### src/rtl/processor_controller.sv
`default_nettype none
// ============================================================================
// Module      : processor_controller
// Description : Control unit of the 16-bit programmable processor. Holds the
//               program counter and instruction register, fetches words from
//               the instruction ROM, decodes them and sequences the datapath
//               (data memory, register file, ALU) with a Moore state machine.
// Ports       : Clk        - system clock, rising edge
//               Reset      - asynchronous active-low reset
//               ROM_Data   - ROM word at address PC_Out (combinational)
//               PC_Out     - program counter / ROM address
//               IR_Out     - instruction register
//               State      - current state code
//               NextState  - state taken at the next edge
//               D_Addr     - data memory address
//               D_Wr       - data memory write enable
//               RF_s       - register-file write mux (1 = memory, 0 = ALU)
//               RF_W_Addr  - register-file write address
//               RF_W_en    - register-file write enable
//               RF_Ra_Addr - register-file read port A address
//               RF_Rb_Addr - register-file read port B address
//               ALU_s0     - ALU function (000 zero, 001 add, 010 sub)
// Revision    : 1.0 - initial release
// ============================================================================
module processor_controller (
    input  logic        Clk,
    input  logic        Reset,
    input  logic [15:0] ROM_Data,
    output logic [6:0]  PC_Out,
    output logic [15:0] IR_Out,
    output logic [3:0]  State,
    output logic [3:0]  NextState,
    output logic [7:0]  D_Addr,
    output logic        D_Wr,
    output logic        RF_s,
    output logic [3:0]  RF_W_Addr,
    output logic        RF_W_en,
    output logic [3:0]  RF_Ra_Addr,
    output logic [3:0]  RF_Rb_Addr,
    output logic [2:0]  ALU_s0
);

    typedef enum logic [3:0] {
        S_INIT   = 4'd0,
        S_FETCH  = 4'd1,
        S_DECODE = 4'd2,
        S_NOOP   = 4'd3,
        S_LOADA  = 4'd4,
        S_LOADB  = 4'd5,
        S_STORE  = 4'd6,
        S_ADD    = 4'd7,
        S_SUB    = 4'd8,
        S_HALT   = 4'd9
    } state_t;

    localparam logic [3:0] c_OP_STORE = 4'd1;
    localparam logic [3:0] c_OP_LOAD  = 4'd2;
    localparam logic [3:0] c_OP_ADD   = 4'd3;
    localparam logic [3:0] c_OP_SUB   = 4'd4;
    localparam logic [3:0] c_OP_HALT  = 4'd5;

    localparam logic [2:0] c_ALU_ADD  = 3'b001;
    localparam logic [2:0] c_ALU_SUB  = 3'b010;

    state_t      r_state;
    state_t      w_next;
    logic [6:0]  r_pc;
    logic [15:0] r_ir;

    // State, PC and IR registers. PC/IR only move on the edge leaving Fetch.
    always_ff @(posedge Clk or negedge Reset) begin
        if (!Reset) begin
            r_state <= S_INIT;
            r_pc    <= 7'd0;
            r_ir    <= 16'd0;
        end else begin
            r_state <= w_next;
            if (r_state == S_FETCH) begin
                r_ir <= ROM_Data;
                r_pc <= r_pc + 7'd1;    // wraps 127 -> 0 naturally
            end
        end
    end

    // Next-state logic
    always_comb begin
        w_next = S_INIT;
        case (r_state)
            S_INIT:   w_next = S_FETCH;
            S_FETCH:  w_next = S_DECODE;
            S_DECODE: begin
                case (r_ir[15:12])
                    c_OP_STORE: w_next = S_STORE;
                    c_OP_LOAD:  w_next = S_LOADA;
                    c_OP_ADD:   w_next = S_ADD;
                    c_OP_SUB:   w_next = S_SUB;
                    c_OP_HALT:  w_next = S_HALT;
                    default:    w_next = S_NOOP;   // 0 and 6..15
                endcase
            end
            S_NOOP:   w_next = S_FETCH;
            S_LOADA:  w_next = S_LOADB;
            S_LOADB:  w_next = S_FETCH;
            S_STORE:  w_next = S_FETCH;
            S_ADD:    w_next = S_FETCH;
            S_SUB:    w_next = S_FETCH;
            S_HALT:   w_next = S_HALT;
            default:  w_next = S_INIT;   // illegal codes recover to Init
        endcase
    end

    // Moore outputs. Being decoded from the asynchronously reset state
    // register, write strobes drop the instant Reset asserts.
    always_comb begin
        D_Addr     = 8'd0;
        D_Wr       = 1'b0;
        RF_s       = 1'b0;
        RF_W_Addr  = 4'd0;
        RF_W_en    = 1'b0;
        RF_Ra_Addr = 4'd0;
        RF_Rb_Addr = 4'd0;
        ALU_s0     = 3'b000;
        case (r_state)
            S_LOADA: begin
                // Address presented one cycle ahead so the memory read settles
                D_Addr    = r_ir[11:4];
                RF_s      = 1'b1;
                RF_W_Addr = r_ir[3:0];
            end
            S_LOADB: begin
                D_Addr    = r_ir[11:4];
                RF_s      = 1'b1;
                RF_W_Addr = r_ir[3:0];
                RF_W_en   = 1'b1;
            end
            S_STORE: begin
                D_Addr     = r_ir[7:0];
                RF_Ra_Addr = r_ir[11:8];
                D_Wr       = 1'b1;
            end
            S_ADD, S_SUB: begin
                RF_Ra_Addr = r_ir[11:8];
                RF_Rb_Addr = r_ir[7:4];
                RF_W_Addr  = r_ir[3:0];
                RF_W_en    = 1'b1;
                ALU_s0     = (r_state == S_ADD) ? c_ALU_ADD : c_ALU_SUB;
            end
            default: ;
        endcase
    end

    assign State     = r_state;
    assign NextState = w_next;
    assign PC_Out    = r_pc;
    assign IR_Out    = r_ir;

endmodule
`default_nettype wire

### config.mk
export PLATFORM = sky130hd
export DESIGN_NAME = processor_controller
export DESIGN_NICKNAME = d
export VERILOG_FILES = /design/src/rtl/processor_controller.sv
export SDC_FILE = /design/constraint.sdc
export NUM_CORES = 1
export LEC_CHECK = 0
export CAP_MARGIN = 40
export CORE_ASPECT_RATIO = 2
export CORE_MARGIN = 4
export CORE_UTILIZATION = 39
export CTS_CLUSTER_DIAMETER = 50
export DETAILED_ROUTE_END_ITERATION = 6
export PLACE_DENSITY = 0.79
export SLEW_MARGIN = 20
export SYNTH_ARGS = -nofsm -noshare
export SYNTH_HDL_FRONTEND = slang
export SYNTH_SLANG_ARGS = --single-unit
### constraint.sdc
create_clock -name Clk -period 2.3 [get_ports Clk]
set_input_delay 0.46 -clock Clk [delete_from_list [all_inputs] [get_ports Clk]]
set_output_delay 0.46 -clock Clk [all_outputs]
set_load 0.01 [all_outputs]
==> flow_metrics.env, run 1 <==
export IMPL_status="completed"
export IMPL_syn_to_final_growth_pct=68.71
export IMPL_grt_pass1_wl_um=6755
export IMPL_clk_latency_ns=0.27
export IMPL_fin_setup_tns_ns=0
export IMPL_required_ns=1.84
export IMPL_grt_ovfl_total=0
export IMPL_critPathLaunchType="flip-flop"
export IMPL_rows=30
export IMPL_maxCapViolations=0
export IMPL_syn_num_nets=138
export IMPL_setup_viol=0
export IMPL_synth_area_um2=1411
export IMPL_avgSynthCellArea_um2=11.86
export IMPL_crit_path_end_kind="output pin"
export IMPL_drt_pass1_iter_count=4
export IMPL_power_density_nw_per_um2=1284
export IMPL_pre_cts_slack_ns=-0.05931
export IMPL_finalWirelength_um=4503
export IMPL_grt_pass1_vias=1405
export IMPL_start_util_pct=40.87
export IMPL_yosys_area_share_xor_xnor_pct=4.344
export IMPL_synth_cell_types=36
export IMPL_fp_dieH_um=93.08
export IMPL_final_nets=232
export IMPL_fin_util_pct=68.95
export IMPL_die_w_um=50.54
export IMPL_antenna_found_initial=0
export IMPL_cts_made_buffers=3
export IMPL_via_count=1327
export IMPL_synth_mux_area_share_pct=13.56
export IMPL_io_buffers=73
export IMPL_synthCells=119
export IMPL_grt_max_degree=28
export IMPL_yosysWarnings=0
export IMPL_final_cell_area_um2=2381
export IMPL_fin_skew_ns=0.005727
export IMPL_hold_path_class="flip-flop to flip-flop"
export IMPL_hold_viol_final=0
export IMPL_finalMaxSlewViolations=0
export IMPL_drt_iter0_markers=11
export IMPL_seq_area_frac_synth_pct=47.87
export IMPL_h_tree_depth=1
export IMPL_cts_root_buf="clkbuf_8"
export IMPL_timing_final_ws_setup_ns=0.01708
export IMPL_num_antenna_cells=0
export IMPL_ir_drop_v=0.0007273
export IMPL_min_period_ns=2.283
export IMPL_clock_path_buffers=2
export IMPL_io_pins=75
export IMPL_synth_top_family_by_area="simple AND/OR/NAND/NOR gates"
export IMPL_grtUsageTotal_pct=18.43
export IMPL_post_route_drc_count=0
export IMPL_core_area_um2=3453
export IMPL_drive_above_1_share_pct=31.60
export IMPL_drtAntennaViolNets=0
export IMPL_synth_simple_area_share_pct=16.49
export IMPL_clk_pin_slew_ns=0.09
export IMPL_place_gp_congestion=0.7746
export IMPL_drt_vias_per_instance=5.104
export IMPL_finalCritPeriodShare_pct=99.26
export IMPL_synth_seq_cells=27
export IMPL_fmax_ghz=0.4380
export IMPL_cellLeakagePower_nw=1.115
export IMPL_dieArea_um2=4704
export IMPL_hpwl_um=3353
export IMPL_synth_compound_area_share_pct=11.79
export IMPL_synth_adder_area_share_pct=0.8865
export IMPL_cts_sinks=27
export IMPL_dpl_cell_area_um2=2258
export IMPL_cts_tree="yes"
export IMPL_wl_per_cell_um=17.32
export IMPL_critPathArrivalTime_ns=1.82
export IMPL_crit_type="flip-flop to output pin"
export IMPL_critPathMaxFanout=4
## critical path, cell delays in order, from the launching register on
cell and delay, ns:
dfrtp_1 0.42, buf_4 0.15, buf_4 0.14, nand3b_1 0.16, nor2_4 0.07, buf_4 0.15
a22o_1 0.18, dlygate4sd2_1 0.28
## registers in the layout, summed over array words and instances (netlist names)
register  cells
State         4
IR_Out       16
PC_Out        7
## stage by stage
| stage | hold slack [ns] | std cells | total power [mW] |
|---|---|---|---|
| after floorplan | 0.1644 | 119 | 1.811 |
| after global placement | 0.4640 | 248 | 2.682 |
| after detailed placement | 0.4616 | 248 | 2.755 |
| after CTS | 0.4788 | 258 | 3.034 |
| after global routing | 0.5000 | 260 | 3.249 |
| final | 0.4744 | 260 | 3.057 |
## cell families (layout without fill, tap and decap cells)
kind of cell / Yosys count / after routing
compound gates: 22 / 22
xor+xnor: 7 / 7
fa+ha+maj: 1 / 1
buf+inv: 10 / 103
flops: 27 / 27
mux: 17 / 17
other cells: 1 / 1
simple gates: 34 / 34
## metal layers
layer	GRT usage (%)	vias up	wire length [um]
met4	8.090	0	85
met5	0	-	0
met2	36.03	48	2670
met3	2.073	8	192
met1	18.61	659	1555
li1	-	612	-
## final timing paths
check	end	depth (start not counted)	slack, ns	start
max in group asynchronous	PC_Out[3]$_DFFE_PN0P_	2	1.47	Reset
hold reg to reg	PC_Out[6]$_DFFE_PN0P_	1	0.47	PC_Out[6]$_DFFE_PN0P_
hold / removal	PC_Out[6]$_DFFE_PN0P_	1	0.47	PC_Out[6]$_DFFE_PN0P_
setup reg to reg	IR_Out[8]$_DFFE_PN0P_	4	0.60	State[1]$_DFF_PN0_
min in group asynchronous	IR_Out[15]$_DFFE_PN0P_	2	0.56	Reset
setup / recovery	D_Addr[3]	7	0.02	State[1]$_DFF_PN0_
## final cells by class
cell class              instances  area, um2
clock inverters                 1      5.005
well taps                      48      60.06
inverters                       3      11.26
flip-flops and latches         27      675.6
fillers                       283       1072
multi-input cells              82      725.7
clock buffers                   3      41.29
repair buffers                 96      862.1
## power breakdown
part | leakage [nW] | internal [mW] | switching [mW]
sequential | 0.324 | 0.707 | 0.283
clock | 0.0255 | 0.121 | 0.143
combinational | 0.765 | 1.06 | 0.747
total | 1.11 | 1.88 | 1.17
## layout by cell type, fill, tap and decap left out, drive strengths merged, types with 2 or more instances in the layout
| cell type | Yosys | final |
|---|---|---|
| o21ai | 4 | 4 |
| mux2 | 17 | 17 |
| nand2b | 2 | 2 |
| nand3b | 2 | 2 |
| nor4b | 2 | 2 |
| clkbuf | 0 | 3 |
| clkdlybuf4s50 | 0 | 44 |
| and2 | 8 | 8 |
| clkdlybuf4s15 | 0 | 7 |
| a22o | 8 | 8 |
| dlygate4sd2 | 0 | 12 |
| xnor2 | 5 | 5 |
| inv | 3 | 3 |
| xor2 | 2 | 2 |
| a21boi | 4 | 4 |
| dfrtp | 27 | 27 |
| and3 | 2 | 2 |
| nand4 | 4 | 4 |
| buf | 7 | 32 |
| nand2 | 4 | 4 |
| nor2 | 3 | 3 |
| a21oi | 2 | 2 |
## timing repair
item	CTS	global route
setup buffers	6	2
hold buffers	0	0
resized for setup	50	27
setup endpoints to repair	28	20
pin swaps	1	4
## Yosys cell counts (all sizes together)
library cell	n	share of area, %
dfrtp	27	48
mux2	17	14
a22o	8	5.0
and2	8	3.5
buf	7	4.0
xnor2	5	3.1
a21boi	4	2.1
nand2	4	1.1
nand4	4	1.8
o21ai	4	1.7
inv	3	0.80
nor2	3	0.98
a21oi	2	0.71
and3	2	0.89
nand2b	2	0.89
nand3b	2	1.1
nor4b	2	2.3
xor2	2	1.2
a211oi	1	0.53
conb	1	0.27
ha	1	0.89
nor2b	1	0.44
nor3	1	0.35
nor3b	1	0.53
o2111ai	1	0.62
o21bai	1	0.53
o41ai	1	0.62
or2b	1	0.53
or3b	1	0.62
or4	1	0.53
or4b	1	0.97
(Power assumes the default switching activity.)
==> run 2: changes to the inputs <==
ABC_CLOCK_PERIOD_IN_PS = 2300   (was unset)
CORE_MARGIN = unset   (was 4)
==> run 2 against run 1 <==
Net effect:
- die area down 18%
- core utilization up 0.17 points
- largest power group unchanged
- critical path type unchanged
- critical endpoint is now RF_Ra_Addr[1]
- cell count fell by 1.5%
- sequential power is essentially flat
==> flow_metrics.env, run 2 (synthesized netlist as in run 1, its figures left out) <==
export IMPL_crit_path_end_kind="output pin"
export IMPL_core_area_um2=3416
export IMPL_drive_above_1_share_pct=30.77
export IMPL_drt_iter0_markers=21
export IMPL_final_cell_area_um2=2361
export IMPL_clk_pin_slew_ns=0.09
export IMPL_fmax_ghz=0.4366
export IMPL_antenna_found_initial=0
export IMPL_grtUsageTotal_pct=22.69
export IMPL_final_cell_mix="clkdlybuf4s50_1, dfrtp_1, buf_4, mux2_2, dlygate4sd2_1"
export IMPL_power_density_nw_per_um2=1286
export IMPL_fin_util_pct=69.12
export IMPL_h_tree_depth=1
export IMPL_r2r_start="State[3]$_DFF_PN0_"
export IMPL_rows=30
export IMPL_ir_drop_v=0.001090
export IMPL_cts_sinks=27
export IMPL_status="completed"
export IMPL_p_sw_mw=1.162
export IMPL_multi_input_area_um2=715.7
export IMPL_critPathArrivalTime_ns=1.83
export IMPL_fp_dieH_um=87.08
export IMPL_hold_path_class="flip-flop to flip-flop"
export IMPL_clkPwrFrac_pct=8.5
export IMPL_final_nets=228
export IMPL_critPathMaxFanout=4
export IMPL_drt_vias_per_instance=5.070
export IMPL_final_common_cell="clkdlybuf4s50_1"
export IMPL_p_int_mw=1.874
export IMPL_min_period_ns=2.290
export IMPL_grt_max_degree=28
export IMPL_clock_path_buffers=2
export IMPL_cts_made_buffers=3
export IMPL_drtAntennaViolNets=0
export IMPL_regArea_um2=678.2
export IMPL_hpwl_um=3028
export IMPL_drt_pass1_iter_count=4
export IMPL_grt_pass1_vias=1393
export IMPL_syn_to_final_growth_pct=67.29
export IMPL_maxCapViolations=0
export IMPL_setup_viol=0
export IMPL_hold_viol_final=0
export IMPL_crit_type="flip-flop to output pin"
export IMPL_cts_hold_buffers_added=0
export IMPL_fillers=270
export IMPL_finalMaxSlewViolations=0
export IMPL_finalWirelength_um=4133
export IMPL_via_count=1298
export IMPL_post_route_drc_count=0
export IMPL_place_gp_congestion=0.8524
export IMPL_die_w_um=44.54
export IMPL_dieArea_um2=3878
export IMPL_grt_pass1_wl_um=6561
export IMPL_hold_path_startpoint="PC_Out[6]$_DFFE_PN0P_"
export IMPL_clk_latency_ns=0.27
export IMPL_cellLeakagePower_nw=1.124
export IMPL_fin_skew_ns=0.002683
export IMPL_required_ns=1.84
export IMPL_grt_setup_unrepaired="true"
export IMPL_startpoint="State[1]$_DFF_PN0_"
export IMPL_seqPwrFrac_pct=33.5
export IMPL_start_util_pct=41.32
export IMPL_switching_share_pct=38.28
export IMPL_critPathLaunchType="flip-flop"
export IMPL_io_buffers=73
export IMPL_cts_tree="yes"
export IMPL_pre_cts_slack_ns=0.01945
export IMPL_grt_ovfl_total=0
export IMPL_num_antenna_cells=0
export IMPL_wl_per_cell_um=16.14
export IMPL_timing_final_ws_setup_ns=0.009737
export IMPL_finalCritPeriodShare_pct=99.58
export IMPL_largest_register_ffs=16
export IMPL_p_comb_share_pct=58.0
export IMPL_io_pins=75
export IMPL_cts_root_buf="clkbuf_8"
export IMPL_dpl_cell_area_um2=2243
[run 2: cell types whose count changed in the layout (fill, tap and decap cells not counted), moves of 3 or more]
cell             previous run  this run
clkdlybuf4s15_1             7         0
buf_2                       9         4
dlygate4sd2_1              12        17
buf_4                      21        18
clkdlybuf4s15_2             0         5
[run 2: layer usage]
metal,GRT usage (%),wire length [um],vias up
li1,-,-,607
met1,24.60,1460,627
met2,41.58,2368,53
met3,2.075,200,11
met4,11.29,104,0
met5,0,0,-
[run 2: cell type report]
| class | count | share of cell area (%) |
|---|---|---|
| inverters | 3 | 0.4769 |
| flip-flops and latches | 27 | 28.72 |
| multi-input cells | 82 | 30.31 |
| repair buffers | 92 | 35.98 |
| clock buffers | 3 | 1.749 |
| clock inverters | 1 | 0.2120 |
| well taps | 48 | 2.544 |
[run 2: what timing repair did]
action,4_1_cts,5_1_grt
endpoints found under the setup margin,27,15
endpoints found under the hold margin,0,0
gates resized for setup,51,15
pin swaps,2,4
setup buffers,5,1
[run 2: final timing paths]
kind | endpoint | slack [ns] | depth (start not counted)
setup / recovery | RF_Ra_Addr[1] | 0.01 | 5
hold / removal | PC_Out[6]$_DFFE_PN0P_ | 0.48 | 1
setup reg to reg | IR_Out[12]$_DFFE_PN0P_ | 0.59 | 4
hold reg to reg | PC_Out[6]$_DFFE_PN0P_ | 0.48 | 1
max in group asynchronous | State[3]$_DFF_PN0_ | 1.48 | 2
min in group asynchronous | PC_Out[1]$_DFFE_PN0P_ | 0.55 | 2
[run 2: worst max-delay path, stage by stage, from the launching register on]
cell             delay (ns)
dfrtp_1                0.42
buf_4                  0.14
or4b_4                 0.53
nand2_2                0.11
and2_1                 0.14
clkdlybuf4s15_2        0.22
[run 2: power groups by stage]
| stage | logic [mW] | clock network (mW) | registers (mW) |
|---|---|---|---|
| after floorplan | 0.778 | 0 | 1.03 |
| final | 1.76 | 0.260 | 1.02 |
| after global placement | 1.65 | 0 | 0.996 |
| after detailed placement | 1.68 | 0 | 1.02 |
| after CTS | 1.74 | 0.272 | 1.00 |
| after global routing | 1.89 | 0.287 | 1.06 |
[run 2: per-stage QoR]
step | setup TNS, ns | power, mW | hold slack [ns] | instances
CTS | -0.05963 | 3.014 | 0.4837 | 255
global placement | -0.02749 | 2.643 | 0.4622 | 246
finish | 0 | 3.037 | 0.4825 | 256
global route | -0.2611 | 3.232 | 0.5036 | 256
detailed placement | 0 | 2.697 | 0.4679 | 246
floorplan | 0 | 1.811 | 0.1644 | 119
